==> src/rtl/muldiv_pkg.sv <==
// muldiv_pkg: shared types and constants for the multiply/divide sequencer.
// State encoding, default unit latencies and the datapath word width.
package muldiv_pkg;

    localparam int WORD            = 32;
    localparam int MULT_CYCLES_DEF = 33;
    localparam int DIV_CYCLES_DEF  = 35;

    typedef enum logic [1:0] {
        IDLE = 2'd0,
        MRUN = 2'd1,
        DRUN = 2'd2,
        ZERO = 2'd3
    } muldiv_state_t;

    function automatic int cnt_width(input int m, input int d);
        int mx;
        mx = (m > d) ? m : d;
        return (mx > 1) ? $clog2(mx) : 1;
    endfunction

endpackage

==> src/rtl/muldiv_cnt.sv <==
// muldiv_cnt: loadable latency down-counter with a zero flag.
// Saturates at zero so it never wraps while a unit is idle.
module muldiv_cnt #(
    parameter int W = 6
) (
    input  logic         clk,
    input  logic         rst,
    input  logic         load,
    input  logic [W-1:0] load_val,
    input  logic         en,
    output logic         zero
);

    logic [W-1:0] cnt_q;
    logic [W-1:0] cnt_d;

    always_comb begin
        cnt_d = cnt_q;
        if (load) begin
            cnt_d = load_val;
        end else if (en && (cnt_q != '0)) begin
            cnt_d = cnt_q - 1'b1;
        end
    end

    always_ff @(posedge clk) begin
        if (!rst) begin
            cnt_q <= '0;
        end else begin
            cnt_q <= cnt_d;
        end
    end

    assign zero = (cnt_q == '0);

endmodule

==> src/rtl/muldiv_ctrl.sv <==
// muldiv_ctrl: launches the iterative multiply/divide units, counts their
// latency and commits results into the architectural HI/LO registers.
module muldiv_ctrl
    import muldiv_pkg::*;
#(
    parameter int MULT_CYCLES = MULT_CYCLES_DEF,
    parameter int DIV_CYCLES  = DIV_CYCLES_DEF
) (
    input  logic            clk,
    input  logic            rst,
    input  logic            start_mult,
    input  logic            start_div,
    input  logic [WORD-1:0] a,
    input  logic [WORD-1:0] b,
    input  logic            abort,
    input  logic            wr_hi,
    input  logic            wr_lo,
    input  logic [WORD-1:0] wdata,
    input  logic            rd_hi,
    input  logic            rd_lo,
    input  logic [WORD-1:0] mult_hi,
    input  logic [WORD-1:0] mult_lo,
    input  logic [WORD-1:0] div_hi,
    input  logic [WORD-1:0] div_lo,
    output logic [WORD-1:0] unit_a,
    output logic [WORD-1:0] unit_b,
    output logic            mult_init,
    output logic            div_init,
    output logic            unit_stop,
    output logic [WORD-1:0] hi,
    output logic [WORD-1:0] lo,
    output logic            busy,
    output logic            stall,
    output logic            done,
    output logic            div0_exc
);

    localparam int CW = cnt_width(MULT_CYCLES, DIV_CYCLES);

    muldiv_state_t   state_q;
    logic [WORD-1:0] ua_q, ub_q, hi_q, lo_q;
    logic            minit_q, dinit_q, stop_q;
    logic            busy_q, done_q, div0_q;

    logic            idle_w, run_w, wr_ok;
    logic            acc_mult, acc_div, acc_zero;
    logic            kill, commit;
    logic            cnt_load, cnt_zero;
    logic [CW-1:0]   cnt_val;

    // Multiply wins a simultaneous request; abort outranks the commit.
    always_comb begin
        idle_w   = (state_q == IDLE);
        run_w    = (state_q == MRUN) || (state_q == DRUN);
        wr_ok    = (state_q == IDLE) || (state_q == ZERO);
        acc_mult = idle_w & start_mult;
        acc_div  = idle_w & ~start_mult & start_div & (b != '0);
        acc_zero = idle_w & ~start_mult & start_div & (b == '0);
        kill     = run_w & abort;
        commit   = run_w & ~abort & cnt_zero;
        cnt_load = acc_mult | acc_div;
        cnt_val  = acc_mult ? CW'(MULT_CYCLES - 1) : CW'(DIV_CYCLES - 1);
    end

    muldiv_cnt #(
        .W (CW)
    ) u_cnt (
        .clk      (clk),
        .rst      (rst),
        .load     (cnt_load),
        .load_val (cnt_val),
        .en       (run_w),
        .zero     (cnt_zero)
    );

    always_ff @(posedge clk) begin
        if (!rst) begin
            state_q <= IDLE;
            ua_q    <= '0;
            ub_q    <= '0;
            hi_q    <= '0;
            lo_q    <= '0;
            minit_q <= 1'b0;
            dinit_q <= 1'b0;
            stop_q  <= 1'b0;
            busy_q  <= 1'b0;
            done_q  <= 1'b0;
            div0_q  <= 1'b0;
        end else begin
            minit_q <= acc_mult;
            dinit_q <= acc_div;
            stop_q  <= kill;
            done_q  <= commit;
            div0_q  <= acc_zero;
            if (cnt_load) begin
                ua_q <= a;
                ub_q <= b;
            end
            if (wr_ok && wr_hi) hi_q <= wdata;
            if (wr_ok && wr_lo) lo_q <= wdata;
            unique case (state_q)
                IDLE: begin
                    if (acc_mult) begin
                        state_q <= MRUN;
                        busy_q  <= 1'b1;
                    end else if (acc_div) begin
                        state_q <= DRUN;
                        busy_q  <= 1'b1;
                    end else if (acc_zero) begin
                        state_q <= ZERO;
                    end
                end
                MRUN, DRUN: begin
                    if (kill || commit) begin
                        state_q <= IDLE;
                        busy_q  <= 1'b0;
                    end
                    if (commit) begin
                        hi_q <= (state_q == MRUN) ? mult_hi : div_hi;
                        lo_q <= (state_q == MRUN) ? mult_lo : div_lo;
                    end
                end
                ZERO: state_q <= IDLE;
                default: state_q <= IDLE;
            endcase
        end
    end

    assign unit_a    = ua_q;
    assign unit_b    = ub_q;
    assign mult_init = minit_q;
    assign div_init  = dinit_q;
    assign unit_stop = stop_q;
    assign hi        = hi_q;
    assign lo        = lo_q;
    assign busy      = busy_q;
    assign done      = done_q;
    assign div0_exc  = div0_q;
    assign stall     = busy_q &
                       (start_mult | start_div | wr_hi | wr_lo | rd_hi | rd_lo);

endmodule

==> config.mk <==
export PLATFORM = sky130hd
export DESIGN_NAME = muldiv_ctrl
export DESIGN_NICKNAME = d
export VERILOG_FILES = /design/src/rtl/muldiv_pkg.sv /design/src/rtl/muldiv_cnt.sv /design/src/rtl/muldiv_ctrl.sv
export SDC_FILE = /design/constraint.sdc
export NUM_CORES = 1
export LEC_CHECK = 0
export ABC_AREA = 1
export CAP_MARGIN = 20
export CORE_MARGIN = 2
export CORE_UTILIZATION = 30
export DETAILED_ROUTE_END_ITERATION = 8
export SLEW_MARGIN = 20
export SYNTH_ARGS = -nofsm -noshare
export SYNTH_HDL_FRONTEND = slang
export SYNTH_SLANG_ARGS = --single-unit
==> constraint.sdc <==
create_clock -name clk -period 3.58 [get_ports clk]
set_input_delay 0.358 -clock clk [delete_from_list [all_inputs] [get_ports clk]]
set_output_delay 0.358 -clock clk [all_outputs]
set_load 0.01 [all_outputs]
==> flow_summary.toml, run 1 <==
[run_status]
status = "finished, final reports clean"

[synthesis]
netlist_top_cells_area = "dfxtp_1, a21oi_1, nand2_1, nand3_1, o21ai_0"
synth_top_family_by_area = "simple AND/OR/NAND/NOR gates"
ys_ff_latch = 142
synth_area_leader_cell = "dfxtp_1"
synth_area_sq_um = 6665
syn_inst = 943
synth_nets = 1180
yosys.area_share.adder = 0.007509
synthMuxAreaShare = 0
synthXorXnorAreaFrac = 0.001314
synth_compound_area_frac = 0.2148
netlist.area_leader.share = 0.4265
avgSynthCellArea_sq_um = 7.068
ys_types = 29
synth-simple-area-share = 0.2574
ys_warn_count = 0
ys_seq_area_frac = 0.4265

[cells_and_area]
final_common_cell = "clkdlybuf4s50_1"
fillerInstances = 2200
instances_no_fill = 1564
layout_common_cells = "clkdlybuf4s50_1, nand2_1, a21oi_1, dfxtp_1, nand3_1"
layout.nets = 1504
area_growth_pct = 65.57
drive_gt1_frac = 0.05156
fin_area_sq_um = 11040

[critical_path]
worst-setup-path-type = "in -> out"
path_max_fanout = 3
rr_worst_depth = 8
worstSetupStartpointType = "input port"
r2r_slack_ns = 1.25
worst_ep_arrival_time_ns = 2.04
timing.rr.end = "hi[3]$_SDFF_PN0_"
cp.required_ns = 3.22
r2r-start = "state_q[0]$_SDFFE_PN0P_"
cp-end-kind = "output pin"

[global_routing]
grt_pass1_wl_um = 42260
grt_usage = 0.2285
grt_overflow = 0
grt_max_degree = 74
grt_pass1_vias = 7250
antenna_found_initial = 4

[route]
firstDrtPassIters = 5
drt-initial-drc-count = 520
wl_per_cell_um = 17.47
wirelength_um = 27330
num_vias = 7580
ant_nets = 0
viasPerCell = 4.847
drc = 0

[timing]
setup_violations = 0
setup_tns_ns = 0
finalMaxSlewViolations = 0
post-route-min-period_ns = 2.402
max_slew_margin = 0.3518
fmax_ghz = 0.4163
skew_ns = 0.01410
hold_viol = 0
tightest_slew_ns = 0.9723
period_share = 0.6710
fin_ws_ns = 1.178
rsz0062_at_grt = "false"

[place]
dp_cells = 1528
place.detailed.hpwl_um = 19640
place_area_sq_um = 10420
post-place-ws_ns = 0.8824
port_buffers = 367
gp_congestion = 0.8963

[min_path]
hold_end = "unit_a[4]$_SDFFE_PN0P_"
hold_class = "reg -> reg"
holdPathStages = 2
min_from = "unit_a[4]$_SDFFE_PN0P_"

[power_and_ir_drop]
power_density_nw_per_um2 = 549.6
total_power_w = 0.006065
vdd_drop_max_mv = 0.4107
leakagePower_nw = 4.276

[die]
design.die.area_sq_um = 23430
row_count = 54
core_sq_um = 21820
start_util = 0.3054
num_io_pins = 368
die_y_um = 153.1
die_width_um = 153.1

[clocking]
post_cts_buffers = 0
cts.repair.resized = 0
cts_tree = "built"
numCtsBuffers = 17
clk_pin_slew_ns = 0.06
postCtsHoldBufs = 0
clk_path_buf_depth = 2
insertion_delay_ns = 0.42
cts_max_level = 4
root_buffer = "clkbuf_16"
clock-sinks = 142

[flow_run]
drv_cap = 0
## sequential cells by signal (all words and copies together), names as in the netlist, 2 cells and up
signal       flops
state_q          2
unit_a          32
lo              32
hi              32
unit_b          32
u_cnt.cnt_q      6
## critical path, cell delays in order
cell,delay (ns)
clkdlybuf4s50_1,0.49
or3_1,0.41
o41ai_1,0.24
inv_1,0.07
clkdlybuf4s50_1,0.48
## area by class of cell
| type | count | area (sq um) | share of cell area |
|---|---|---|---|
| Multi-Input combinational cell | 674 | 3221 | 0.2918 |
| Clock buffer | 20 | 446.7 | 0.04048 |
| Sequential cell | 142 | 2843 | 0.2576 |
| Timing Repair Buffer | 380 | 3809 | 0.3451 |
| Clock inverter | 12 | 160.2 | 0.01451 |
| Inverter | 52 | 196.4 | 0.01780 |
| Antenna cell | 4 | 10.01 | 0.0009070 |
| Tap cell | 280 | 350.3 | 0.03175 |
## synthesized netlist by cell type, drive strengths merged
library cell	number
nand4	4
inv	52
dfxtp	142
nor3	36
or2	1
nand3	70
o41ai	1
o211ai	1
o21ai	67
nand2	224
xor2	1
a21oi	167
or3	1
clkbuf	38
a211oi	32
nor2	65
buf	37
ha	4
## routing by layer
layer,share of wire,routed length (um),global-route usage
met1,0.44,12040,0.2930
met2,0.47,12800,0.3699
met3,0.061,1678,0.05642
met4,0.030,810,0.08951
met5,0,0,0
## logic make-up (layout without fill, tap and decap cells)
group / Yosys count / in the layout
other: 0 / 4
AOI/OAI and AO/OA: 268 / 268
buffers and inverters: 127 / 464
adders and majority gates: 4 / 4
xor gates and xnor gates: 1 / 1
and+or+nand+nor: 401 / 401
DFF: 142 / 142
## power by group
part           total, W  switching [W]  leakage, nW  internal [W]
clock network   0.00185       0.000730        0.283       0.00112
registers       0.00201       0.000154         1.17       0.00185
logic           0.00221        0.00119         2.82       0.00102
## per-stage QoR
stage          hold slack, ns  utilization
6_report               0.4816       0.5057
4_1_cts                0.4739       0.5052
2_1_floorplan          0.4532            -
3_5_place_dp           0.4724       0.4774
5_1_grt                0.4876       0.5057
3_3_place_gp           0.4696       0.4774
## worst max path at each step
stage                             from                     endpoint  slack [ns]  cells after the start
2_1_floorplan  state_q[0]$_SDFFE_PN0P_            hi[14]$_SDFF_PN0_        1.95                      8
3_3_place_gp                      b[6]  u_cnt.cnt_q[1]$_SDFFE_PN0P_        0.90                     10
3_5_place_dp                      b[6]  u_cnt.cnt_q[1]$_SDFFE_PN0P_        0.88                     10
4_1_cts                     start_mult                        stall        1.17                      5
5_1_grt        state_q[0]$_SDFFE_PN0P_            hi[13]$_SDFF_PN0_        1.01                      9
6_report                    start_mult                        stall        1.18                      5
Note: power is estimated with default switching activity, not from simulation.
==> run 2, diff against run 1 <==
- PLACE_DENSITY: default -> 0.67
- clock period: 3.58 -> 2.18 ns (I/O delays scaled with it)
==> flow_summary.toml, run 2 (same netlist as run 1, synthesis figures left out) <==
[run_status]
status = "finished, final reports clean"

[critical_path]
crit_path_max_incr_delay_ns = 0.39
cp-end-kind = "flip-flop"
worst-setup-path-type = "reg -> reg"
path_max_fanout = 29
cp.required_ns = 2.53
worstSetupStartpointType = "flip-flop"
crit_chain = "inv_1, ha_1, inv_2, nand2_2, buf_12, nor2_1, a211oi_1, nor3_1"
cp_slowest_cell = "dfxtp_1"
worst_ep_arrival_time_ns = 2.39

[power_and_ir_drop]
seq_power_share = 0.331
power_density_nw_per_um2 = 889.5
p_sw_w = 0.003520
clkPwrFrac = 0.291
switching_share = 0.3531
leakagePower_nw = 4.386
combPwrFrac = 0.378
internal-power_w = 0.006448
vdd_drop_max_mv = 0.4656

[die]
num_io_pins = 368
start_util = 0.3054
die_y_um = 153.1
row_count = 54
core_sq_um = 21820
die_width_um = 153.1
design.die.area_sq_um = 23430

[route]
num_vias = 7704
ant_nets = 0
viasPerCell = 4.891
wirelength_um = 27150
firstDrtPassIters = 5
wl_per_cell_um = 17.24
drt-initial-drc-count = 536
drc = 0

[clocking]
root_buffer = "clkbuf_16"
numCtsBuffers = 17
cts_tree = "built"
postCtsHoldBufs = 0
clk_path_buf_depth = 2
cts_max_level = 4
post_cts_buffers = 0
insertion_delay_ns = 0.43
clock-sinks = 142
clk_pin_slew_ns = 0.07

[cells_and_area]
area_growth_pct = 68.14
drive_gt1_frac = 0.06337
fin_util = 0.5135
final_common_cell = "clkdlybuf4s50_1"
fillerInstances = 2132
layout.nets = 1518
layout_common_cells = "clkdlybuf4s50_1, nand2_1, a21oi_1, dfxtp_1, nand3_1"

[timing]
finalMaxSlewViolations = 0
post-route-min-period_ns = 2.045
max_slew_margin = 0.6844
rsz0062_at_grt = "false"
setup_tns_ns = 0
setup_violations = 0
tightest_slew_ns = 0.4719
fmax_ghz = 0.4890
skew_ns = 0.01342
period_share = 0.9381
hold_viol = 0

[global_routing]
antenna_found_initial = 1
grt_max_degree = 57
grt_pass1_wl_um = 41690
grt_pass1_vias = 7267
grt_overflow = 0
grt_usage = 0.2262

[flow_run]
drv_cap = 0

[place]
place.detailed.hpwl_um = 19880
port_buffers = 367
gp_congestion = 0.9259

[min_path]
hold_class = "in -> reg"
-- run 2: metrics by stage --
stage,hold slack (ns),power [W],setup slack (ns),area [sq um],instances
after global routing,0.3430,0.01054,0.001610,11210,1575
after global placement,0.4686,0.007085,0.02415,10620,1542
after floorplan,0.3610,0.005245,0.5515,6665,943
after detailed placement,0.4723,0.007113,0.006525,10620,1542
final,0.3482,0.009968,0.1350,11210,1575
after CTS,0.3253,0.01006,0.001554,11200,1574
-- run 2: layout make-up --
type	count	area, sq um	share of cell area
Clock buffer	17	425.4	0.03796
Multi-Input combinational cell	674	3221	0.2874
Timing Repair Buffer	394	4016	0.3584
Inverter	52	196.4	0.01753
Tap cell	280	350.3	0.03126
Sequential cell	142	2843	0.2537
Antenna cell	1	2.502	0.0002233
Clock inverter	15	152.6	0.01362
-- run 2: metal layers --
layer,part of all wire,wire length [um],global-route usage,up-vias
li1,-,-,-,3841
met1,0.44,11950,0.3058,3531
met2,0.46,12540,0.3503,283
met3,0.069,1873,0.05784,49
met4,0.029,790,0.07892,0
met5,0,0,0,-
-- run 2: critical path, delay by kind of cell, from the launching register on --
kind | cells | cell delay, ns
compound gates | 1 | 0.10
fa+ha+maj | 1 | 0.39
buf+inv | 3 | 0.46
flops | 1 | 0.39
simple gates | 3 | 0.62
-- run 2: what timing repair did --
item | in CTS | in global routing
endpoints found under the setup margin | 0 | 1
gates resized for setup | 0 | 1
hold endpoints to repair | 0 | 0
-- run 2: worst paths after layout --
path,slack (ns),startpoint,to,cells after the start
hold reg to reg,0.48,unit_b[28]$_SDFFE_PN0P_,unit_b[28]$_SDFFE_PN0P_,2
setup reg to reg,0.14,state_q[0]$_SDFFE_PN0P_,hi[10]$_SDFF_PN0_,8
hold / removal,0.35,div_lo[10],lo[10]$_SDFF_PN0_,3
setup / recovery,0.14,state_q[0]$_SDFFE_PN0P_,hi[10]$_SDFF_PN0_,8
-- run 2: power by group through the flow --
stage / Combinational [W] / Sequential [W] / Clock [W]
global placement: 0.00375 / 0.00333 / 0
detailed placement: 0.00377 / 0.00334 / 0
finish: 0.00377 / 0.00329 / 0.00290
floorplan: 0.00174 / 0.00351 / 0
CTS: 0.00379 / 0.00329 / 0.00298
global route: 0.00413 / 0.00334 / 0.00307
==> run 3, diff against run 2 <==
- PLACE_DENSITY: 0.67 -> 0.68
==> flow_summary.toml, run 3 (same netlist as run 1, synthesis figures left out) <==
[die]
num_io_pins = 368
core_sq_um = 21820
start_util = 0.3054
die_width_um = 153.1
row_count = 54
design.die.area_sq_um = 23430
die_y_um = 153.1

[critical_path]
worst_ep_arrival_time_ns = 1.83
crit_start = "start_mult"
path_max_fanout = 2
path_buf_inv = 3
crit_chain = "clkdlybuf4s50_1, or3_1, o41ai_4, inv_1, dlygate4sd2_1"
rr_worst_depth = 8
cp.required_ns = 1.96
r2r_slack_ns = 0.24
r2r-start = "state_q[0]$_SDFFE_PN0P_"
worstSetupStartpointType = "input port"
worst-setup-path-type = "in -> out"
cp-endpoint = "stall"
timing.rr.end = "lo[5]$_SDFF_PN0_"
path_delay_family = "buffers and inverters"
cp-end-kind = "output pin"
cp_slowest_cell = "clkdlybuf4s50_1"
cp.depth = 5
crit_path_max_incr_delay_ns = 0.43

[min_path]
hold_class = "in -> reg"

[timing]
hold_viol = 0
finalMaxSlewViolations = 0
max_slew_margin = 0.6020
tightest_slew_ns = 0.5970
period_share = 0.9375
fin_ws_ns = 0.1362
rsz0062_at_grt = "false"
setup_violations = 0
fmax_ghz = 0.4893
skew_ns = 0.01012
post-route-min-period_ns = 2.044

[clocking]
cts_tree = "built"
root_buffer = "clkbuf_16"
clk_path_buf_depth = 2
cts_max_level = 4
insertion_delay_ns = 0.42
numCtsBuffers = 17
post_cts_buffers = 0
clock-sinks = 142
postCtsHoldBufs = 0
clk_pin_slew_ns = 0.07

[place]
dp_cells = 1538
gp_congestion = 0.8962
post-place-ws_ns = -0.2609
place.detailed.hpwl_um = 19010
port_buffers = 367
place_area_sq_um = 10590

[route]
drc = 0
wirelength_um = 26620
ant_nets = 0
firstDrtPassIters = 5
num_vias = 7693
wl_per_cell_um = 16.94
viasPerCell = 4.897
drt-initial-drc-count = 472

[cells_and_area]
fin_util = 0.5159
layout_common_cells = "clkdlybuf4s50_1, nand2_1, a21oi_1, dfxtp_1, nand3_1"
layout.nets = 1514
drive_gt1_frac = 0.06047
final_common_cell = "clkdlybuf4s50_1"
fin_area_sq_um = 11260
area_growth_pct = 68.91
instances_no_fill = 1571

[global_routing]
grt_pass1_wl_um = 41030
grt_overflow = 0
grt_pass1_vias = 7403
grt_max_degree = 104
grt_usage = 0.2199
antenna_found_initial = 2

[power_and_ir_drop]
total_power_w = 0.01028
vdd_drop_max_mv = 0.4957
power_density_nw_per_um2 = 913.3
leakagePower_nw = 4.397

[run_status]
status = "finished, final reports clean"

[flow_run]
drv_cap = 0
==> run 3: changes by cell type in the layout (fill, tap and decap cells not counted), sizes merged <==
| cell | change |
|---|---|
| buf | -4 |
| clkbuf | +2 |
| dlymetal6s2s | -1 |
| clkinv | -2 |
| inv | -2 |
| bufinv | +3 |
| clkinvlp | -1 |
| dlygate4sd2 | +1 |
==> run 3: timing repair <==
action                                 4_1_cts  5_1_grt
endpoints found under the hold margin        0        0
setup endpoints to repair                    1        0
gates resized for setup                      3        0
==> run 3: final cells by class <==
cell class                      instances  area, sq um
Timing Repair Buffer                  390         3983
Tap cell                              280        350.3
Clock buffer                           19        442.9
Clock inverter                         13        201.4
Sequential cell                       142         2843
Inverter                               52        196.4
Antenna cell                            1        2.502
Fill cell                            2132        10570
Multi-Input combinational cell        674         3239
==> run 3: worst min path at each step <==
stage	start	end	cells after the start
final	a[16]	unit_a[16]$_SDFFE_PN0P_	3
after global routing	a[22]	unit_a[22]$_SDFFE_PN0P_	3
after CTS	a[17]	unit_a[17]$_SDFFE_PN0P_	3
after detailed placement	unit_b[15]$_SDFFE_PN0P_	unit_b[15]$_SDFFE_PN0P_	2
after global placement	u_cnt.cnt_q[4]$_SDFFE_PN0P_	u_cnt.cnt_q[4]$_SDFFE_PN0P_	2
after floorplan	a[0]	unit_a[0]$_SDFFE_PN0P_	2
==> run 3: where the power goes <==
part	internal, W	switching [W]
Clock	0.00198	0.00125
Combinational	0.00179	0.00197
Sequential	0.00304	0.000249
Total	0.00681	0.00347
==> run 3: metal layers <==
| layer | track usage | vias to the layer above | wire length [um] |
|---|---|---|---|
| met4 | 0.1023 | 0 | 1053 |
| li1 | - | 3826 | - |
| met2 | 0.3467 | 277 | 12380 |
| met3 | 0.04990 | 59 | 1515 |
| met5 | 0 | - | 0 |
| met1 | 0.2859 | 3531 | 11660 |
==> run 3: worst register-to-register path, cell delays in order, from the launching register on <==
cell	delay, ns
dfxtp_1	0.38
inv_1	0.06
ha_1	0.41
nand4_4	0.13
inv_2	0.28
buf_12	0.22
nand2_1	0.07
a21oi_1	0.17
nor3_1	0.07
==> run 3: stage by stage <==
stage                     hold WS [ns]  setup TNS (ns)
after detailed placement        0.4720         -0.2609
after global routing            0.3231               0
after floorplan                 0.3610               0
after CTS                       0.3288               0
after global placement          0.4663         -0.2999
final                           0.3528               0
==> RTL edit: new RTL, config.mk and constraints of run 3 <==
The 4 states of `muldiv_state_t` get a Gray code encoding in 2 bits.
--- a/src/rtl/muldiv_pkg.sv
+++ b/src/rtl/muldiv_pkg.sv
@@ -7,10 +7,10 @@
     localparam int DIV_CYCLES_DEF  = 35;
 
     typedef enum logic [1:0] {
-        IDLE = 2'd0,
-        MRUN = 2'd1,
-        DRUN = 2'd2,
-        ZERO = 2'd3
+        IDLE = 2'b00,
+        MRUN = 2'b01,
+        DRUN = 2'b11,
+        ZERO = 2'b10
     } muldiv_state_t;
 
     function automatic int cnt_width(input int m, input int d);
Function: same outputs for any inputs over 4 cycles, from zero or initial values and one cycle with rst low; so few cycles prove little.
==> RTL edit against run 3 <==
Setup slack better by 0.069 ns; sequential power down 7.9%; power down 18%; non-clock buffer count down 1; combinational power down 41%; worst hold slack lost 0.12 ns; sequential cell count did not move; first-iteration DRC count down 8.3%; final cell count is 0.83% lower; routed wire length increased by 1.3%; design area is 1.6% lower; via count increased by 0.14%; synthesized area is 2.3% lower.
==> RTL edit: results (changes against run 3) <==
XOR/XNOR Fraction of Synth Area=0.134% (+0.0030 points); Peak VDD IR=472 uV (-4.8%); adder-cell area share of the yosys netlist=0.192% (-0.56 points); RD Place Congestion=0.810 (-9.7%); smallest hold slack=0.234 ns (-0.119 ns); nets@finish=1502 (-0.79%); pin count of the biggest net entering global routing=130 (+25%); vias in the first global route=7228 (-2.4%); post-synthesis sequential area ratio=43.6% (+0.98 points); synth cell count leaders=nand2_1 (157), o21ai_0 (154), nor2_1 (146); FF+latch area=2840 sq um (about the same); layout cells sized above 1=6.09% (+0.042 points); Worst Hold Path EP=state_q[0]; initial antenna violation count=3 (+1); Synth area leaders=dfxtp_1 (44%), o21ai_0 (12%), nand2_1 (9.0%), nor2_1 (8.4%), a31oi_1 (6.1%); syn nets=1170 (-0.85%); Least-Margin Pin Slew=0.615 ns (+0.0181 ns); total track usage=22.1% (+0.076 points); clock skew=0.0124 ns (+0.00226 ns); status=finished, final reports clean; post-DR wirelength/cell=17.3 um (+2.1%); Filler cells=2069 (-3.0%); post-CTS resize count=0 (-3); via count=7704 (+0.14%); compound-cell area share of the yosys netlist=21.9% (+0.46 points); first-pass GRT wire length=39200 um (-4.4%)
RTL edit: changes by cell type after synthesis, moves of 10 or more:
cell / delta
a211oi_1: -32
a21oi_1: -162
a31oi_1: +64
nand2_1: -65
nor2_1: +84
nor2_2: +10
nor3_1: -28
o21ai_0: +99
o21ai_1: +29
RTL edit: worst max-delay path by stage:
stage / from / to / slack, ns
final: start_div / stall / 0.20
after global routing: u_cnt.cnt_q[0] / hi[25] / 0.02
after CTS: u_cnt.cnt_q[0] / hi[27] / 0.17
after detailed placement: b[16] / u_cnt.cnt_q[5] / 0.16
after global placement: b[18] / u_cnt.cnt_q[5] / 0.14
after floorplan: u_cnt.cnt_q[0] / hi[18] / 0.58
RTL edit: metal layers:
metal  part of all wire (%)  vias up  track usage, %
li1                       -     3796               -
met1                     38     3512            25.6
met2                     49      365            37.8
met3                     12       29            8.64
met4                    1.4        2            6.12
met5                  0.048        -               0
RTL edit: critical path, cell delays in order:
cell	delay, ns
clkdlybuf4s50_1	0.46
inv_1	0.14
nand3b_1	0.14
o41ai_1	0.26
inv_1	0.06
clkdlybuf4s50_1	0.48
RTL edit: power by group:
part	internal [mW]	switching (mW)
logic	1.16	1.06
registers	2.88	0.154
clock network	1.77	1.39
RTL edit: cell type report:
cell class,instances,area share (%)
multi-input cells,666,28.1
diodes,2,0.0452
repair buffers,389,35.6
flip-flops and latches,142,25.7
well taps,275,3.10
clock buffers,17,3.84
inverters,52,1.76
clock inverters,15,1.90
RTL edit: through the flow:
step / cells / setup WS [ns] / total power [mW]
after detailed placement: 1520 / 0.158 / 5.28
after global routing: 1558 / 0.0176 / 8.83
final: 1558 / 0.205 / 8.42
after floorplan: 936 / 0.576 / 4.05
after global placement: 1520 / 0.137 / 5.27
after CTS: 1552 / 0.168 / 8.47
